<file path="src/rtl/mux_n_reg_if.sv">
// Handshake bundle between N producers, the mux_n_reg selector and its single consumer.
// The slave modport is the selector's view; master is the producer/consumer side.
interface mux_n_reg_if #(
  parameter int WIDTH      = 16,
  parameter int NUM_INPUTS = 4,
  parameter int SEL_WIDTH  = 2
);
  logic [NUM_INPUTS*WIDTH-1:0] inputs;
  logic [NUM_INPUTS-1:0]       inValid;
  logic [NUM_INPUTS-1:0]       inReady;
  logic [SEL_WIDTH-1:0]        selection;
  logic                        mode;
  logic [WIDTH-1:0]            outData;
  logic                        outValid;
  logic                        outReady;
  logic [SEL_WIDTH-1:0]        outSource;

  modport slave (
    input  inputs, inValid, selection, mode, outReady,
    output inReady, outData, outValid, outSource
  );

  modport master (
    output inputs, inValid, selection, mode, outReady,
    input  inReady, outData, outValid, outSource
  );
endinterface

</file>
<file path="src/rtl/mux_n_reg.sv">
// Parametrised N:1 registered selector with valid/ready handshake, explicit or round-robin grant.
// Optional MUX_N_REG_COUNT_EN adds a saturating 16-bit count of loads (o_transferCount).
module mux_n_reg #(
  parameter int WIDTH      = 16,
  parameter int NUM_INPUTS = 4,
  parameter int SEL_WIDTH  = 2
) (
  input  logic        i_clk,
  input  logic        i_rst,
  mux_n_reg_if.slave  io_bus
`ifdef MUX_N_REG_COUNT_EN
  ,
  output logic [15:0] o_transferCount
`endif
);

  logic [WIDTH-1:0]     r_outData;
  logic                 r_outValid;
  logic [SEL_WIDTH-1:0] r_outSource;
  logic [SEL_WIDTH-1:0] r_ptr;

  logic                 w_canLoad;
  logic                 w_grantValid;
  logic [SEL_WIDTH-1:0] w_grantIdx;
  logic                 w_load;
  logic [SEL_WIDTH-1:0] w_ptrNext;
  logic [WIDTH-1:0]     w_selData;

  assign w_canLoad = !r_outValid || io_bus.outReady;
  assign w_load    = w_canLoad && w_grantValid;

  // Round-robin: later passes override earlier ones, so the lowest valid index at or
  // above the pointer wins, falling back to the lowest valid index below it.
  always_comb begin
    w_grantValid = 1'b0;
    w_grantIdx   = '0;
    if (!io_bus.mode) begin
      for (int i = 0; i < NUM_INPUTS; i++) begin
        if (io_bus.selection == SEL_WIDTH'(i) && io_bus.inValid[i]) begin
          w_grantValid = 1'b1;
          w_grantIdx   = SEL_WIDTH'(i);
        end
      end
    end else begin
      for (int i = NUM_INPUTS - 1; i >= 0; i--) begin
        if (io_bus.inValid[i] && SEL_WIDTH'(i) < r_ptr) begin
          w_grantValid = 1'b1;
          w_grantIdx   = SEL_WIDTH'(i);
        end
      end
      for (int i = NUM_INPUTS - 1; i >= 0; i--) begin
        if (io_bus.inValid[i] && SEL_WIDTH'(i) >= r_ptr) begin
          w_grantValid = 1'b1;
          w_grantIdx   = SEL_WIDTH'(i);
        end
      end
    end
  end

  always_comb begin
    w_selData      = '0;
    io_bus.inReady = '0;
    for (int i = 0; i < NUM_INPUTS; i++) begin
      if (w_grantIdx == SEL_WIDTH'(i)) begin
        w_selData         = io_bus.inputs[i*WIDTH +: WIDTH];
        io_bus.inReady[i] = w_load;
      end
    end
  end

  assign w_ptrNext = (w_grantIdx == SEL_WIDTH'(NUM_INPUTS - 1)) ? '0
                                                                 : w_grantIdx + SEL_WIDTH'(1);

  always_ff @(posedge i_clk or posedge i_rst) begin
    if (i_rst) begin
      r_outData   <= '0;
      r_outValid  <= 1'b0;
      r_outSource <= '0;
      r_ptr       <= '0;
    end else if (w_load) begin
      r_outData   <= w_selData;
      r_outSource <= w_grantIdx;
      r_outValid  <= 1'b1;
      if (io_bus.mode) begin
        r_ptr <= w_ptrNext;
      end
    end else if (io_bus.outReady) begin
      r_outValid <= 1'b0;
    end
  end

  assign io_bus.outData   = r_outData;
  assign io_bus.outValid  = r_outValid;
  assign io_bus.outSource = r_outSource;

`ifdef MUX_N_REG_COUNT_EN
  logic [15:0] r_transferCount;

  always_ff @(posedge i_clk or posedge i_rst) begin
    if (i_rst) begin
      r_transferCount <= '0;
    end else if (w_load && r_transferCount != 16'hFFFF) begin
      r_transferCount <= r_transferCount + 16'd1;
    end
  end

  assign o_transferCount = r_transferCount;
`endif

endmodule
</file>
<file path="src/flat_wrapper.sv">
// flat-port wrapper written by rule: the top's interface ports become plain ports
module mux_n_reg_flat 
#(
  parameter int WIDTH      = 16,
  parameter int NUM_INPUTS = 4,
  parameter int SEL_WIDTH  = 2
)
  (i_clk, i_rst, io_bus_inputs, io_bus_inValid, io_bus_selection, io_bus_mode, io_bus_outReady, io_bus_inReady, io_bus_outData, io_bus_outValid, io_bus_outSource);
  mux_n_reg_if #(.WIDTH(WIDTH), .NUM_INPUTS(NUM_INPUTS), .SEL_WIDTH(SEL_WIDTH)) io_bus_i ();
  input  logic i_clk;
  input  logic i_rst;
  input wire logic [$bits(io_bus_i.inputs)-1:0] io_bus_inputs;
  input wire logic [$bits(io_bus_i.inValid)-1:0] io_bus_inValid;
  input wire logic [$bits(io_bus_i.selection)-1:0] io_bus_selection;
  input wire logic [$bits(io_bus_i.mode)-1:0] io_bus_mode;
  input wire logic [$bits(io_bus_i.outReady)-1:0] io_bus_outReady;
  output wire logic [$bits(io_bus_i.inReady)-1:0] io_bus_inReady;
  output wire logic [$bits(io_bus_i.outData)-1:0] io_bus_outData;
  output wire logic [$bits(io_bus_i.outValid)-1:0] io_bus_outValid;
  output wire logic [$bits(io_bus_i.outSource)-1:0] io_bus_outSource;
  assign io_bus_i.inputs = io_bus_inputs;
  assign io_bus_i.inValid = io_bus_inValid;
  assign io_bus_i.selection = io_bus_selection;
  assign io_bus_i.mode = io_bus_mode;
  assign io_bus_i.outReady = io_bus_outReady;
  assign io_bus_inReady = io_bus_i.inReady;
  assign io_bus_outData = io_bus_i.outData;
  assign io_bus_outValid = io_bus_i.outValid;
  assign io_bus_outSource = io_bus_i.outSource;
  mux_n_reg #(.WIDTH(WIDTH), .NUM_INPUTS(NUM_INPUTS), .SEL_WIDTH(SEL_WIDTH)) u_core (.i_clk(i_clk), .i_rst(i_rst), .io_bus(io_bus_i));
endmodule
</file>
<file path="config.mk">
export PLATFORM = sky130hd
export DESIGN_NAME = mux_n_reg_flat
export DESIGN_NICKNAME = d
export VERILOG_FILES = /design/src/rtl/mux_n_reg_if.sv /design/src/rtl/mux_n_reg.sv /design/src/flat_wrapper.sv
export SDC_FILE = /design/constraint.sdc
export NUM_CORES = 1
export LEC_CHECK = 0
export ABC_AREA = 1
export BUFFER_PORTS_ARGS = -buffer_cell sky130_fd_sc_hd__buf_2
export CAP_MARGIN = 30
export CORE_AREA = 2 2 65 67
export DETAILED_ROUTE_END_ITERATION = 12
export DIE_AREA = 0 0 67 69
export PLACE_DENSITY = 0.79
export SYNTH_ARGS = -nofsm -noshare
export SYNTH_HDL_FRONTEND = slang
export SYNTH_SLANG_ARGS = --single-unit
</file>
<file path="constraint.sdc">
create_clock -name i_clk -period 2.3 [get_ports i_clk]
set_input_delay 0.46 -clock i_clk [delete_from_list [all_inputs] [get_ports i_clk]]
set_output_delay 0.46 -clock i_clk [all_outputs]
set_load 0.1 [all_outputs]
</file>
==> impl_metrics.toml <==
[logic_synthesis]
synth_seq_cells = 21
synth_area_leaders = "dfrtp_1, nand2_1, o21ai_0, a21oi_1, inv_1"
synth_top_area_cell = "dfrtp_1"
synth_flop_cell = "dfrtp_1"
syn_inst = 251
avgSynthCellArea_um2 = 6.39
synthesis.area_um2 = 1600
synth_cell_type_count = 25
syn_nets = 329
synth_warnings = 0
synth_edf_count = 0
synth_top_area_share_pct = 32.8
ys_seq_area_share_pct = 32.8
async_flop_share_pct = 100

[sta]
worstMarginPinSlew_ns = 0.783
setup_viol = 3
hold_viol = 0
post-route-period-util_pct = 101
slew_viol_final = 0
skew_ns = 0.00346
setup_slack_ns = -0.0325
timing.fmax_ghz = 0.429
tns_ns = -0.0616
rsz0062_at_grt = "true"
finalCriticalPeriod_ns = 2.33
slew_headroom_pct = 47.7

[global_route]
antenna_found_initial = 0
grt_pass1_vias = 1635
grt_start_max_net_pins = 33
grt_pass1_wl_mm = 7.33
gr-total-overflow = 0
track_usage_pct = 20.0

[placed_design]
dp.cells = 393
place.detailed.hpwl_mm = 3.67
io_buffers = 96
routabilityCongestion = 0.863

[clock_tree]
clock-root-buffer = "clkbuf_8"
cts_buffer_depth = 2
clk_pin_slew_worst_paths_ns = 0.08
cts_max_level = 1
cts_buffers = 3
cts_tree = "built"
cts_num_sinks = 21
clk-insertion-delay-late_ns = 0.26

[run_status]
violations = "negative setup slack"
outcome = "finished with violations"

[layout]
post_route_cells_drive_above_1_share_pct = 39.9
syn2layout_area_growth_pct = 48.2
fin_nets = 432
final_cell_mix = "nand2_1, buf_2, dfrtp_1"
layout_commonest_cell = "nand2_1"
layoutNonFillerInstCount = 403
n_antenna_cell = 0
fillers = 364

[detailed_routing]
vias_per_cell = 4.65
dr_total_vias = 1874
drt_wl_total_mm = 4.84
route.detailed.drc = 0
first_pass_iters = 4
drtAntennaViolNets = 0
wire_per_inst_um = 12.0
drt_iter0_drc = 57

[critical_path]
cp.arrival_ns = 1.87
cp-start-kind = "flop"
worstPathRequired_ns = 1.84
critPathKind = "reg -> out"
cp_max_fo = 5
end_kind = "primary output"

[floorplan]
die-area_um2 = 4620
die_height_um = 69
rows = 23
start_util_pct = 41.0
die_x_um = 67
core_area_um2 = 3910
ios = 97

[power]
power_density_nw_per_um2 = 1020
p_leak_uw = 0.00133
peakVddDrop_mv = 0.739

[job]
cap_violations = 0

[hold_path]
min_path_type = "in -> async"
## critical path: stages (launching register included)
cell and delay, ns:
dfrtp_1 0.43, or2_1 0.27, nand2_1 0.08, nand2_1 0.07, nand2_2 0.10, nand2_4 0.09, buf_4 0.16, ha_4 0.16
inv_4 0.06, nor2_4 0.03, buf_12 0.16
## metal layers
layer	GRT usage, %	up-vias	routed length (µm)
met3	3.43	4	376
li1	-	997	-
met2	31.7	83	2240
met4	4.08	0	27
met5	0	-	0
met1	28.4	790	2190
## metrics by stage
step	instance area (µm²)	util [%]	power (µW)	hold slack, ns	setup slack, ns
floorplan	1660	-	1820	0.437	-0.249
global placement	2210	56.5	2110	0.461	0.0441
detailed placement	2210	56.5	2120	0.460	0.00666
finish	2380	60.7	2440	0.333	-0.0325
CTS	2290	58.6	2390	0.364	-0.00222
global route	2380	60.7	2580	0.411	-0.103
## power by group
| part | switching (µW) | internal (µW) | leakage [µW] |
|---|---|---|---|
| combinational | 1270 | 370 | 0.00104 |
| clock | 119 | 121 | 0.0000255 |
| sequential | 73.5 | 483 | 0.000263 |
| total | 1460 | 973 | 0.00133 |
## worst paths after layout
| path | endpoint | start | slack [ns] | depth (start not counted) |
|---|---|---|---|---|
| min | u_core.io_bus.outData[12] | i_rst | 0.33 | 2 |
| max in group asynchronous | u_core.io_bus.outData[5] | i_rst | 1.47 | 2 |
| max | io_bus_inReady[2] | u_core.r_ptr[1] | -0.03 | 10 |
| max reg2reg | u_core.io_bus.outData[12] | u_core.r_ptr[1] | 0.08 | 17 |
| min in group i_clk | u_core.io_bus.outData[9] | u_core.io_bus.outData[9] | 0.48 | 2 |
| min reg2reg | u_core.io_bus.outData[9] | u_core.io_bus.outData[9] | 0.48 | 2 |
## flip-flops by register name, summed over array words and instances, names as in the netlist
signal / cells
u_core.io_bus.outData: 16
u_core.io_bus.outSource: 2
u_core.io_bus.outValid: 1
u_core.r_ptr: 2
## cell type report
class                      count  area [µm²]  area share (%)
clock buffer                   3        41.3            1.74
timing repair buffer         110         646            27.2
clock inverter                 1        5.00           0.211
inverter                      19        83.8            3.53
multi-input combinational    199        1010            42.6
sequential                    21         526            22.1
tap                           50        62.6            2.63
## repair_timing
action,in CTS,in global routing
buffers inserted,3,3
setup endpoints to repair,4,13
resized for setup,5,22
pin swaps,2,7
hold endpoints to repair,0,0
hold buffers,0,0
cloned,0,0
## cells by family (layout without fill, tap and decap cells)
group                    after synthesis  count (layout)  synth area share (%)
flip-flops                            21              21                  32.8
AO/OA/AOI/OAI                         50              50                  15.6
adder cells (fa/ha/maj)                4               4                  3.12
buffers and inverters                 31             133                  10.5
AND/OR/NAND/NOR                      145             145                  37.9
## synth_stat cells (2+ instances only)
library cell / n
a21oi_1: 16
buf_2: 4
buf_6: 3
clkbuf_1: 3
dfrtp_1: 21
ha_1: 4
inv_1: 16
inv_2: 2
nand2_1: 121
nand3_1: 7
nor2_1: 8
o21ai_0: 28
o21ai_1: 6
Power figures use the tool's default switching activity.
